## config.mk

```make
export PLATFORM = sky130hd
export DESIGN_NAME = granule_sample_writer
export DESIGN_NICKNAME = d
export VERILOG_FILES = /design/src/rtl/granule_sample_writer.sv
export SDC_FILE = /design/constraint.sdc
export NUM_CORES = 1
export LEC_CHECK = 0
export ABC_AREA = 1
export BUFFER_PORTS_ARGS = -buffer_cell sky130_fd_sc_hd__buf_2
export CORE_MARGIN = 1.5
export CORE_UTILIZATION = 45
export CTS_BUF_LIST = sky130_fd_sc_hd__clkbuf_16
export CTS_CLUSTER_DIAMETER = 100
export DETAILED_ROUTE_END_ITERATION = 16
export PLACE_DENSITY = 0.77
export SLEW_MARGIN = 20
export SYNTH_ARGS = -nofsm -noshare
export SYNTH_HDL_FRONTEND = slang
export SYNTH_SLANG_ARGS = --single-unit
```

## constraint.sdc

```tcl
create_clock -name clk -period 1.39 [get_ports clk]
set_input_delay 0.2085 -clock clk [delete_from_list [all_inputs] [get_ports clk]]
set_output_delay 0.2085 -clock clk [all_outputs]
set_load 0.02 [all_outputs]
```

## src/rtl/granule_sample_writer.sv

```systemverilog
// Writes decoded big_values pairs as consecutive samples into the granule RAM, then zero-fills to 576.
// Latency: x is written the cycle after acceptance and y the cycle after that. done follows the last write by one cycle.
// Backpressure: in_ready is high only while waiting for a pair. A pair offered at any other time is dropped and flags err.
module granule_sample_writer #(
  parameter int SAMPLES   = 576,
  parameter int ADDR_W    = 10,
  parameter int MAX_PAIRS = 288
) (
  input  logic                clk,
  input  logic                rst,
  input  logic                start,
  input  logic [8:0]          big_values,
  input  logic                axiiv,
  input  logic signed [15:0]  x_val,
  input  logic signed [15:0]  y_val,
  output logic                in_ready,
  output logic                wr_en,
  output logic [ADDR_W-1:0]   wr_addr,
  output logic signed [15:0]  wr_data,
  output logic                busy,
  output logic                done,
  output logic                err
);

  typedef enum logic [2:0] {IDLE, RECV, WRITE_Y, FILL, DONE} state_t;

  localparam logic [ADDR_W-1:0] LAST_ADDR = ADDR_W'(SAMPLES - 1);
  localparam logic [8:0]        MAX_BV    = 9'(MAX_PAIRS);

  state_t              state, state_nxt;
  logic [ADDR_W-1:0]   addr, addr_nxt, addr_inc;
  logic [8:0]          pair_cnt, pair_cnt_nxt;
  logic [8:0]          bv, bv_nxt;
  logic signed [15:0]  y_hold, y_hold_nxt;
  logic                wr_en_nxt;
  logic [ADDR_W-1:0]   wr_addr_nxt;
  logic signed [15:0]  wr_data_nxt;
  logic                err_nxt;
  logic                at_last;

  assign in_ready = (state == RECV);
  // done is registered so the pulse lands after the final write is visible; busy covers that cycle too.
  assign busy     = (state != IDLE) || done;
  assign at_last  = (addr == LAST_ADDR);
  // The address saturates at the last sample rather than wrapping.
  assign addr_inc = at_last ? addr : addr + ADDR_W'(1);

  // State register.
  always_ff @(posedge clk or negedge rst) begin
    if (!rst) state <= IDLE;
    else      state <= state_nxt;
  end

  // Next-state, write-port and bookkeeping decode.
  always_comb begin
    state_nxt    = state;
    addr_nxt     = addr;
    pair_cnt_nxt = pair_cnt;
    bv_nxt       = bv;
    y_hold_nxt   = y_hold;
    wr_en_nxt    = 1'b0;
    wr_addr_nxt  = wr_addr;
    wr_data_nxt  = wr_data;
    err_nxt      = err;
    case (state)
      IDLE: begin
        // A start landing on the done cycle still counts as busy and is ignored.
        if (start && !done) begin
          addr_nxt     = '0;
          pair_cnt_nxt = '0;
          err_nxt      = (big_values > MAX_BV);
          bv_nxt       = (big_values > MAX_BV) ? MAX_BV : big_values;
          state_nxt    = (big_values == 9'd0) ? FILL : RECV;
        end
      end
      RECV: begin
        if (axiiv) begin
          wr_en_nxt   = 1'b1;
          wr_addr_nxt = addr;
          wr_data_nxt = x_val;
          y_hold_nxt  = y_val;
          addr_nxt    = addr_inc;
          state_nxt   = WRITE_Y;
        end
      end
      WRITE_Y: begin
        wr_en_nxt    = 1'b1;
        wr_addr_nxt  = addr;
        wr_data_nxt  = y_hold;
        addr_nxt     = addr_inc;
        pair_cnt_nxt = pair_cnt + 9'd1;
        // A full region ends exactly on the last sample, so there is nothing to fill.
        if (at_last)                       state_nxt = DONE;
        else if (pair_cnt + 9'd1 == bv)    state_nxt = FILL;
        else                               state_nxt = RECV;
      end
      FILL: begin
        wr_en_nxt   = 1'b1;
        wr_addr_nxt = addr;
        wr_data_nxt = '0;
        addr_nxt    = addr_inc;
        if (at_last) state_nxt = DONE;
      end
      DONE: begin
        state_nxt = IDLE;
      end
      default: begin
        state_nxt = IDLE;
      end
    endcase
    // A pair offered while not ready is lost; flag it after any start-time clear.
    if (axiiv && !in_ready) err_nxt = 1'b1;
  end

  // Datapath and registered outputs.
  always_ff @(posedge clk or negedge rst) begin
    if (!rst) begin
      addr     <= '0;
      pair_cnt <= '0;
      bv       <= '0;
      y_hold   <= '0;
      wr_en    <= 1'b0;
      wr_addr  <= '0;
      wr_data  <= '0;
      err      <= 1'b0;
      done     <= 1'b0;
    end else begin
      addr     <= addr_nxt;
      pair_cnt <= pair_cnt_nxt;
      bv       <= bv_nxt;
      y_hold   <= y_hold_nxt;
      wr_en    <= wr_en_nxt;
      wr_addr  <= wr_addr_nxt;
      wr_data  <= wr_data_nxt;
      err      <= err_nxt;
      done     <= (state == DONE);
    end
  end

endmodule

```

======== After elaboration in Yosys (flattened, before gate mapping) ========
Cells that the tools add are included.
operators by class
  equal/unequal tests ..................... 9
  magnitude comparators ................... 1
  mux-type cells .......................... 23
  $add $sub $neg .......................... 2
  reductions and logical operators ........ 23
operators by type and width
  operator               count
  $pmux 16 s3            1
  $mux 10                4
  $pmux 10 s3            1
  $pmux 10 s2            1
  $mux 9                 2
  $pmux 9 s2             1
  $mux 16                1
  $mux 3                 4
  $pmux 3 s4             1
  $reduce_and 2->1       6
  $add 10x1->10 const B  1
  $eq 10x10->1 const B   1
  $add 9x1->9 const B    1
  $eq 9x9->1             1
  $gt 9x9->1 const B     1
  $logic_not 9->1        1
  $reduce_bool 3->1      3
  $reduce_bool 2->1      4
  $eq 3x2->1 const B     2
  $ne 2x2->1 const B     3
  $reduce_and 3->1       2
  $mux 1                 4
  $mux 2                 2
  $eq 3x1->1 const B     1
  other kinds (7)        9
word-level totals
  output and inout bits ................... 31
  bits in registers ....................... 76
  logic and storage cells ................. 68
  bits of input ports ..................... 45

======== Logic depth before layout (Yosys ltp) ========
Gate-level depths: netlist of run 1.
  word-level depth ........................ 5
  gate-level depth with buffers ........... 13
  depth with buffers taken out ............ 13

======== Worst setup path before layout of run 1 ========
Ideal clock, no wire load.
  path type ............................... register to register
  start point ............................. reg state[2]
  end point ............................... reg wr_addr[4]
  required time ........................... 1.263 ns
  path slack .............................. -0.287 ns
  data arrival time ....................... 1.549 ns
  clock period less this slack ............ 1.677 ns
  stages on the path, launching flop included .. 6
  cells stage by stage .................... dfrtp_1 > nor3_4 > nand2_4 > nand2_2 > buf_6 > mux2_1
on the way
  elaborated cells on any way between the ends .. 8
  those cells by class .................... 4 x eq/ne; 1 x mux; 3 x reduce/logical
RTL lines
  item                                                              line  RTL
  start: declaration                                                30    state_t state, state_nxt;
  start signal: assignment                                          51    else state <= state_nxt;
  $eq 3x1->1 *                                                      --
  net in_ready                                                      16    output logic in_ready,
  $ne 2x2->1 (no source line) or $reduce_bool 2->1 (tied branches)  --
  $reduce_and 2->1 (no source line)                                 --
  end signal: assignment                                            133   wr_addr <= wr_addr_nxt;
  end: declaration                                                  18    output logic [ADDR_W-1:0] wr_addr,
The timed path passes the listed nets; every way through them passes the cells marked *.
A chain may end at the register's enable or synchronous reset.

======== Worst setup path after layout of run 1 ========
  start point ............................. reg pair_cnt[1]
  end point ............................... reg state[1]
on the way
  cells in the longest elaborated chain, start to end .. 5
RTL lines
  item                      line  RTL
  start: declaration        32    logic [8:0] pair_cnt, pair_cnt_nxt;
  start signal: assignment  129   pair_cnt <= pair_cnt_nxt;
  $add 9x1->9               94    else if (pair_cnt + 9'd1 == bv) state_nxt = FILL;
  $eq 9x9->1                94
  $mux 2                    94
  $mux 3                    93    if (at_last) state_nxt = DONE;
  $pmux 3 s4                65    case (state)
Every way passes these cells.

==> flow_metrics.tcl, run 1 <==
set metrics [dict create \
    status "finished with violations" \
    violations "setup timing" \
    seq_area_frac_synth_pct 52.70 \
    synth_area_leaders "dfrtp_1 (53%), nand2_1 (9.3%), nand3_1 (4.9%)" \
    grt_remaining_overflow 0 \
    ant_nets 0 \
    grt_usage_pct 25.04 \
    syn-num-nets 452 \
    hold_violations 0 \
    slowest_stage "dfrtp_1" \
    synth_top_area_share_pct 52.70 \
    whs_ps 99.87 \
    die_area_um2 8565 \
    end_kind "flip-flop" \
    clock_path_buffers 2 \
    numCtsBuffers 9 \
    io_pins 76 \
    yosysWarnings 0 \
    clk_pin_slew_ps 70 \
    final_common_cell "dfrtp_1" \
    syn2layout_area_growth_pct 52.32 \
    tritoncts "done" \
    antennaDiodeCount 0 \
    clock-root-buffer "clkbuf_16" \
    period_needed_ps 1655 \
    p_comb_share_pct 50.6 \
    worstPathRequired_ps 1670 \
    crit_fanout 5 \
    gp_congestion 0.8908 \
    drc 0 \
    cts_sinks 76 \
    htreeDepth 3 \
    critical_path.top_delay_family "simple AND/OR/NAND/NOR gates" \
    critPathLaunchType "flip-flop" \
    dp_hpwl_um 6619 \
    grt_max_degree 30 \
    io_buffers 75 \
    switching_power_mw 5.046 \
    critPathArrivalTime_ps 1930 \
    wl_per_cell_um 16.59 \
    first_pass_iters 4 \
    viasPerCell 5.370 \
    hold_path.class "in -> reg" \
    peakVddDrop_uv 1370 \
    netSwitchingFraction_pct 39.74 \
    synth.avg_cell_area_um2 8.910 \
    post-place-ws_ps -153.6 \
    insertion_delay_ps 340 \
    die_h_um 92.55 \
    period_share_pct 119.0 \
    syn-cell-area_um2 3608 \
    slowest_delay_ps 420 \
    stdcell_count 665 \
    netlist_instances 405 \
    tightest_slew_ps 500.1 \
    grt_pass1_vias 3426 \
    power_frac_clock_pct 20.2 \
    leakage_nw 2.694 \
    drive_gt1_share_pct 48.49 \
    p_per_area_nw_per_um2 2310 \
    max_freq_mhz 604.3 \
    core-area_um2 7727 \
    routed_wl_um 11030 \
    antenna_found_initial 0 \
    worstPathCellList "ha_4 -> nand2_4 -> nor2_4 -> nand2_2 -> nand2_2 -> nand2_2 -> nand2_1 -> nand2_1 -> nor2_1 -> nand3_1 -> nand2_1 -> nand2_1 -> nand2_1" \
    initial_core_util_pct 46.70 \
    num-fill-cells 517 \
    rsz0062_at_grt "true" \
    critPathKind "reg -> reg" \
    drtIter0Drc 203 \
    final_cell_mix "dfrtp_1 (75), nand2_1 (73), buf_2 (73)" \
    finClkSkew_ps 9.402 \
    synth-seq-cells 76 \
    row_count 32 \
    worst_slack_ps -264.8 \
    nets 605 \
    finalMaxSlewViolations 0 \
    cellInternalPower_mw 7.650 \
    yosysUniqueCellTypes 36 \
    vias 3571 \
    die_w_um 92.55 \
    drv_cap 0 \
    fin_area_um2 5497 \
    setup_viol 75 \
    dp_cells 626 \
    crit_buf_inv 0 \
    fin_total_pwr_mw 12.70 \
    synth_top_cell_by_area "dfrtp_1" \
    seq_power_share_pct 29.1 \
    slew_headroom_pct 66.51 \
    grt_pass1_wl_um 16760 \
    worst_path_most_repeated_cell "nand2_1" \
    dpl_cell_area_um2 4552 \
]
[cell type report]
cell class	count	area (um^2)	area share (%)
sequential	76	1903	34.62
multi-input combinational	276	1883	34.26
timing repair buffer	151	1080	19.64
clock buffer	9	225.2	4.097
inverter	44	180.2	3.278
tap	102	127.6	2.322
clock inverter	7	97.59	1.776
[registers in the layout, indices dropped and copies added (netlist names)]
register  flops
state         3
wr_addr      10
err           1
y_hold       16
wr_data      16
bv            9
pair_cnt      9
addr         10
done          1
wr_en         1
[kinds of logic (layout without fill, tap and decap cells)]
logic type / count (synthesis) / in the layout / share of synthesized area [%]
simple gates: 183 / 185 / 22.40
flops: 76 / 76 / 52.70
compound gates: 65 / 65 / 10.16
buf+inv: 55 / 211 / 6.831
mux: 20 / 20 / 6.241
xor+xnor: 4 / 4 / 0.9711
fa+ha+maj: 2 / 2 / 0.6934
[power groups by stage]
stage	logic (mW)	clock network, mW	registers (mW)
2_1_floorplan	2.56	0	4.08
3_3_place_gp	4.55	0	3.60
3_5_place_dp	4.69	0	3.64
4_1_cts	5.72	2.57	3.64
5_1_grt	6.90	2.65	3.79
6_report	6.43	2.57	3.70
[stage by stage]
| step | util (%) | setup TNS, ps |
|---|---|---|
| 3_3_place_gp | 58.91 | -1115 |
| 5_1_grt | 71.13 | -15250 |
| 4_1_cts | 67.83 | -8322 |
| 2_1_floorplan | - | -4706 |
| 6_report | 71.13 | -11390 |
| 3_5_place_dp | 58.91 | -2179 |
[metal layers]
layer / routed length (um) / track usage, % / vias to the layer above
met1: 4534 / 32.14 / 1752
met5: 0 / 0 / -
met2: 5600 / 41.67 / 134
met4: 331 / 11.41 / 0
met3: 566 / 3.859 / 31
li1: - / - / 1654
[synth_stat cells, drive strengths merged]
master  count
nand2      93
mux2       20
or2         1
buf         9
nor2       44
o22ai       7
nand4       3
o31ai       1
clkbuf      2
nand3      35
dfrtp      76
a22oi       1
nand3b      1
and3        1
xor2        3
o21bai      1
inv        44
a22o        1
a21oi      20
ha          2
nor3        5
xnor2       1
o21ai      18
a31oi      15
o211ai      1
[final timing paths]
path / start / endpoint / slack, ps / cells after the start
max in group asynchronous: rst / wr_data[10] / 530 / 3
hold reg to reg: y_hold[2] / y_hold[2] / 510 / 1
hold / removal: y_val[3] / y_hold[3] / 100 / 2
setup / recovery: pair_cnt[1] / state[1] / -260 / 13
min in group asynchronous: rst / pair_cnt[3] / 350 / 2
setup reg to reg: pair_cnt[1] / state[1] / -260 / 13
[repair_timing]
action | 4_1_cts | 5_1_grt
gates cloned | 5 | 1
endpoints found under the setup margin | 57 | 76
hold endpoints to repair | 27 | 0
resized for setup | 67 | 58
pin swaps | 16 | 20
setup buffers | 12 | 5
hold buffers | 1 | 0
Power figures use the tool's default switching activity.
==> inputs of run 2 (changes only) <==
--- a/config.mk
+++ b/config.mk
@@ -12,7 +12,9 @@
 export CTS_BUF_LIST = sky130_fd_sc_hd__clkbuf_16
 export CTS_CLUSTER_DIAMETER = 100
 export DETAILED_ROUTE_END_ITERATION = 16
+export GPL_ROUTABILITY_DRIVEN = 0
 export PLACE_DENSITY = 0.77
+export SETUP_SLACK_MARGIN = 0.1
 export SLEW_MARGIN = 20
 export SYNTH_ARGS = -nofsm -noshare
 export SYNTH_HDL_FRONTEND = slang
==> run 2 against run 1 <==
The run still ends with setup timing left. Register-to-register slack worse by 100 ps. Non-clock buffer count down 1. Via count rose by 2.5%.
==> flow_metrics.tcl, run 2 (synthesized netlist as in run 1, its figures left out) <==
set metrics [dict create \
    status "finished with violations" \
    violations "setup timing" \
    wl_per_cell_um 17.40 \
    fin_setup_tns_ps -19900 \
    routed_wl_um 11550 \
    htreeDepth 3 \
    final_common_cell "dfrtp_1" \
    slowest_delay_ps 390 \
    io_pins 76 \
    hold_path.class "in -> reg" \
    first_pass_iters 4 \
    tightest_slew_ps 395.2 \
    grt_pass1_wl_um 16690 \
    netSwitchingFraction_pct 41.48 \
    finalMaxSlewViolations 0 \
    finClkSkew_ps 6.723 \
    final_cell_mix "dfrtp_1 (75), nand2_1 (73), buf_2 (72)" \
    p_comb_share_pct 54.0 \
    stdcell_count 664 \
    critPathArrivalTime_ps 2000 \
    die_w_um 92.55 \
    grt_pass1_vias 3606 \
    worstPathRequired_ps 1630 \
    critical_path.top_delay_family "simple AND/OR/NAND/NOR gates" \
    clock-root-buffer "clkbuf_16" \
    whs_ps 104.3 \
    rsz0062_at_grt "true" \
    grt_usage_pct 25.09 \
    final_core_util_pct 71.54 \
    dp_cells 625 \
    clk_pin_slew_ps 60 \
    clock_path_buffers 2 \
    worstPathCellList "inv_2 -> buf_6 -> nor3_4 -> nand2_4 -> buf_6 -> nand2_8 -> buf_8 -> nor2_2 -> a31oi_1" \
    crit_fanout 6 \
    row_count 32 \
    core-area_um2 7727 \
    seq_power_share_pct 29.6 \
    drtIter0Drc 232 \
    viasPerCell 5.511 \
    cts_sinks 76 \
    io_buffers 75 \
    drc 0 \
    insertion_delay_ps 330 \
    die_area_um2 8565 \
    dp_hpwl_um 6569 \
    antenna_found_initial 0 \
    p_per_area_nw_per_um2 2312 \
    max_freq_mhz 569.9 \
    worst_slack_ps -364.6 \
    slowest_stage "dfrtp_1" \
    tritoncts "done" \
    ant_nets 0 \
    critPathLaunchType "flip-flop" \
    antennaDiodeCount 0 \
    drv_cap 0 \
    vias 3659 \
    grt_remaining_overflow 0 \
    switching_power_mw 5.301 \
    leakage_nw 2.651 \
    numCtsBuffers 9 \
    initial_core_util_pct 46.70 \
    hold_violations 0 \
    die_h_um 92.55 \
    post-place-ws_ps -151.1 \
    drive_gt1_share_pct 50.36 \
    period_needed_ps 1755 \
    reg_top3 "wr_data x16, y_hold x16" \
    end_kind "flip-flop" \
    worst_path_most_repeated_cell "buf_6" \
    setup_viol 76 \
    peakVddDrop_uv 1414 \
    cellInternalPower_mw 7.480 \
    power_frac_clock_pct 16.4 \
    grt_max_degree 42 \
    critPathKind "reg -> reg" \
    crit_buf_inv 4 \
    period_share_pct 126.2 \
    nets 604 \
    syn2layout_area_growth_pct 53.19 \
    slew_headroom_pct 73.65 \
]
==> run 2: metal layers <==
metal  wire (um)  up-vias  GRT usage, %
li1            -     1643             -
met1        4421     1785         30.72
met2        5916      176         42.22
met3         683       55         5.665
met4         529        0         11.15
met5           0        -             0
==> run 2: per-stage QoR <==
stage	area, um^2	total power, mW
final	5528	12.78
after global routing	5528	13.36
after CTS	5250	11.68
after detailed placement	4564	8.434
after global placement	4564	8.249
after floorplan	3699	6.673
==> run 2: power by group through the flow <==
stage,clock network [mW],registers [mW],logic [mW]
after global placement,0,3.62,4.63
after CTS,2.12,3.63,5.94
after detailed placement,0,3.65,4.79
after floorplan,0,4.08,2.59
final,2.10,3.79,6.90
after global routing,2.22,3.87,7.27
==> run 2: worst paths after layout <==
check	cells past startpoint	slack [ps]	from	end
setup / recovery	9	-360	state[0]	wr_data[3]
hold / removal	2	100	y_val[5]	y_hold[5]
setup reg to reg	9	-360	state[0]	wr_data[3]
hold reg to reg	1	510	y_hold[0]	y_hold[0]
max in group asynchronous	3	520	rst	addr[6]
min in group asynchronous	2	340	rst	pair_cnt[6]
==> run 2: worst register-to-register path, delay by kind of cell (launching register included) <==
family | cells | cell delay (ps)
AOI/OAI and AO/OA | 1 | 170
buffers and inverters | 4 | 510
DFF | 1 | 390
and+or+nand+nor | 4 | 600
==> run 2: layout make-up <==
type	instances	area, um^2
Clock buffer	9	225.2
Clock inverter	7	45.04
Fill cell	497	2200
Inverter	44	175.2
Multi-Input combinational cell	276	1949
Sequential cell	76	1903
Tap cell	102	127.6
Timing Repair Buffer	150	1102
==> run 2: what timing repair did <==
| action | CTS | global route |
|---|---|---|
| setup buffers | 13 | 4 |
| setup endpoints to repair | 75 | 77 |
| endpoints found under the hold margin | 24 | 0 |
| pin swaps | 20 | 8 |
| hold buffers | 1 | 0 |
| gates cloned | 7 | 0 |
| gates resized for setup | 55 | 84 |
==> inputs of run 3 (changes only) <==
--- a/config.mk
+++ b/config.mk
@@ -7,6 +7,7 @@
 export LEC_CHECK = 0
 export ABC_AREA = 1
 export BUFFER_PORTS_ARGS = -buffer_cell sky130_fd_sc_hd__buf_2
+export CORE_ASPECT_RATIO = 1.1
 export CORE_MARGIN = 1.5
 export CORE_UTILIZATION = 45
 export CTS_BUF_LIST = sky130_fd_sc_hd__clkbuf_16
@@ -15,7 +16,6 @@
 export GPL_ROUTABILITY_DRIVEN = 0
 export PLACE_DENSITY = 0.77
 export SETUP_SLACK_MARGIN = 0.1
-export SLEW_MARGIN = 20
 export SYNTH_ARGS = -nofsm -noshare
 export SYNTH_HDL_FRONTEND = slang
 export SYNTH_SLANG_ARGS = --single-unit
==> run 3 against run 2 <==
The flow still finishes with violations (setup timing). Register-to-register slack gained 110 ps. Largest cell class unchanged. Non-clock buffer count is 4 lower. Sequential share of layout area shrank 0.66 points. Clock-buffer cell count is the same. Sequential power is 2% lower. Critical path depth fell by 3. Die area is essentially flat. Final cell count rose by 0.30%. Flip-flop and latch count unchanged. Power increased by 2.1%. Clock power increased by 10%. Via count fell by 2.8%. Highest routed layer unchanged.
==> flow_metrics.tcl, run 3 (synthesized netlist as in run 1, its figures left out) <==
set metrics [dict create \
    first_pass_iters 4 \
    antenna_found_initial 0 \
    wl_met1_um 4256 \
    die_w_um 88.38 \
    syn2layout_area_growth_pct 56.28 \
    p_comb_share_pct 53.8 \
    peakVddDrop_uv 1475 \
    core-area_um2 7828 \
    clock_path_buffers 2 \
    die_area_um2 8566 \
    finClkSkew_ps 5.806 \
    ant_nets 0 \
    numCtsBuffers 9 \
    row_count 34 \
    hp-start "y_val[13]" \
    reg_top3 "wr_data x16, y_hold x16" \
    r2r-start "state[0]" \
    clock-root-buffer "clkbuf_16" \
    p_per_area_nw_per_um2 2313 \
    critPathKind "reg -> out" \
    initial_core_util_pct 46.10 \
    period_needed_ps 1645 \
    die_h_um 96.92 \
    final_cell_mix "dfrtp_1 (74), nand2_1 (73), buf_2 (72)" \
    nets 600 \
    vias 3555 \
    grt_pass1_wl_um 16880 \
    power_frac_clock_pct 17.8 \
    worstReg2RegEnd "wr_data[9]" \
    critPathLaunchType "flip-flop" \
    tritoncts "done" \
    dp_cells 624 \
    wl_met2_um 5748 \
    setup_viol 76 \
    grt_max_degree 77 \
    hold_violations 0 \
    leakage_nw 2.685 \
    rsz0062_at_grt "true" \
    critPathArrivalTime_ps 1440 \
    drc 0 \
    worst_slack_ps -254.9 \
    netSwitchingFraction_pct 40.03 \
    hold_path.class "in -> reg" \
    hold_depth 2 \
    grt_pass1_vias 3648 \
    crit_fanout 2 \
    ff2ff_path_depth 9 \
    stdcell_count 666 \
    antennaDiodeCount 0 \
    grt_usage_pct 25.29 \
    viasPerCell 5.338 \
    wl_met3_um 556 \
    grt_remaining_overflow 0 \
    seq_power_share_pct 28.4 \
    drv_cap 0 \
    finalMaxSlewViolations 0 \
    drive_gt1_share_pct 50.72 \
    routed_wl_um 10820 \
    drtIter0Drc 263 \
    cellInternalPower_mw 7.824 \
    final_core_util_pct 72.04 \
    dp_hpwl_um 6346 \
    htreeDepth 3 \
    insertion_delay_ps 330 \
    final_common_cell "dfrtp_1" \
    r2r_slack_ps -250 \
    switching_power_mw 5.221 \
    period_share_pct 118.3 \
    status "finished with violations" \
    wl_per_cell_um 16.25 \
    hold_end "y_hold[13]" \
    end_kind "primary output" \
    io_pins 76 \
    max_freq_mhz 607.9 \
    io_buffers 75 \
    worstPathRequired_ps 1180 \
    violations "setup timing" \
    top_layer_used "met4" \
    tightest_slew_ps 529.9 \
    cts_sinks 76 \
    slew_headroom_pct 64.52 \
    clk_pin_slew_ps 60 \
]
[run 3: worst max-delay path, cell delays in order, from the launching register on]
cell and delay [ps]:
dfrtp_1 410, inv_2 100, nand2_4 60, nor2_4 130, inv_2 60, or2_4 220, buf_6 130
[run 3: how the worst max path moves through the flow]
stage                      from         end  cells after the start
floorplan              state[0]  wr_addr[4]                      6
global placement       state[1]     addr[5]                     10
detailed placement     state[1]     addr[5]                     10
CTS                    state[1]        busy                      6
global route        pair_cnt[0]    state[1]                     11
finish                 state[0]        busy                      6
[run 3: what timing repair did]
| action | 4_1_cts | 5_1_grt |
|---|---|---|
| gates cloned | 6 | 1 |
| endpoints found under the setup margin | 74 | 76 |
| hold buffers | 1 | 0 |
| resized for setup | 78 | 71 |
| setup buffers | 15 | 3 |
| hold endpoints to repair | 76 | 0 |
| pin swaps | 13 | 19 |
[run 3: routing by layer]
| layer | up-vias | global-route usage (%) |
|---|---|---|
| met4 | 0 | 10.58 |
| li1 | 1651 | - |
| met5 | - | 0 |
| met2 | 136 | 42.98 |
| met1 | 1747 | 30.81 |
| met3 | 21 | 4.949 |
[run 3: final cells by class]
| cell class | instances | area, um^2 |
|---|---|---|
| clock inverters | 7 | 67.56 |
| repair buffers | 146 | 1104 |
| multi-input cells | 276 | 2028 |
| well taps | 108 | 135.1 |
| inverters | 44 | 175.2 |
| flip-flops and latches | 76 | 1904 |
| clock buffers | 9 | 225.2 |
| fillers | 569 | 2188 |
[run 3: stage by stage]
step                      setup TNS, ps  power, mW  hold slack (ps)  cell area (um^2)  setup WS (ps)
after detailed placement          -1755      8.314            259.3              4519         -124.5
after CTS                        -10210      12.02            86.45              5284         -210.4
after global placement            -1030      8.167            255.8              4519         -95.34
after floorplan                   -4828      6.673           -87.09              3699         -193.0
after global routing             -18100      13.77            105.8              5639         -297.4
final                            -14320      13.04            106.2              5639         -254.9
[run 3: power by group through the flow]
stage               Sequential, mW  Clock [mW]  Combinational, mW
floorplan                     4.08           0               2.59
global placement              3.62           0               4.55
detailed placement            3.64           0               4.67
CTS                           3.63        2.33               6.07
global route                  3.80        2.45               7.52
finish                        3.70        2.32               7.02
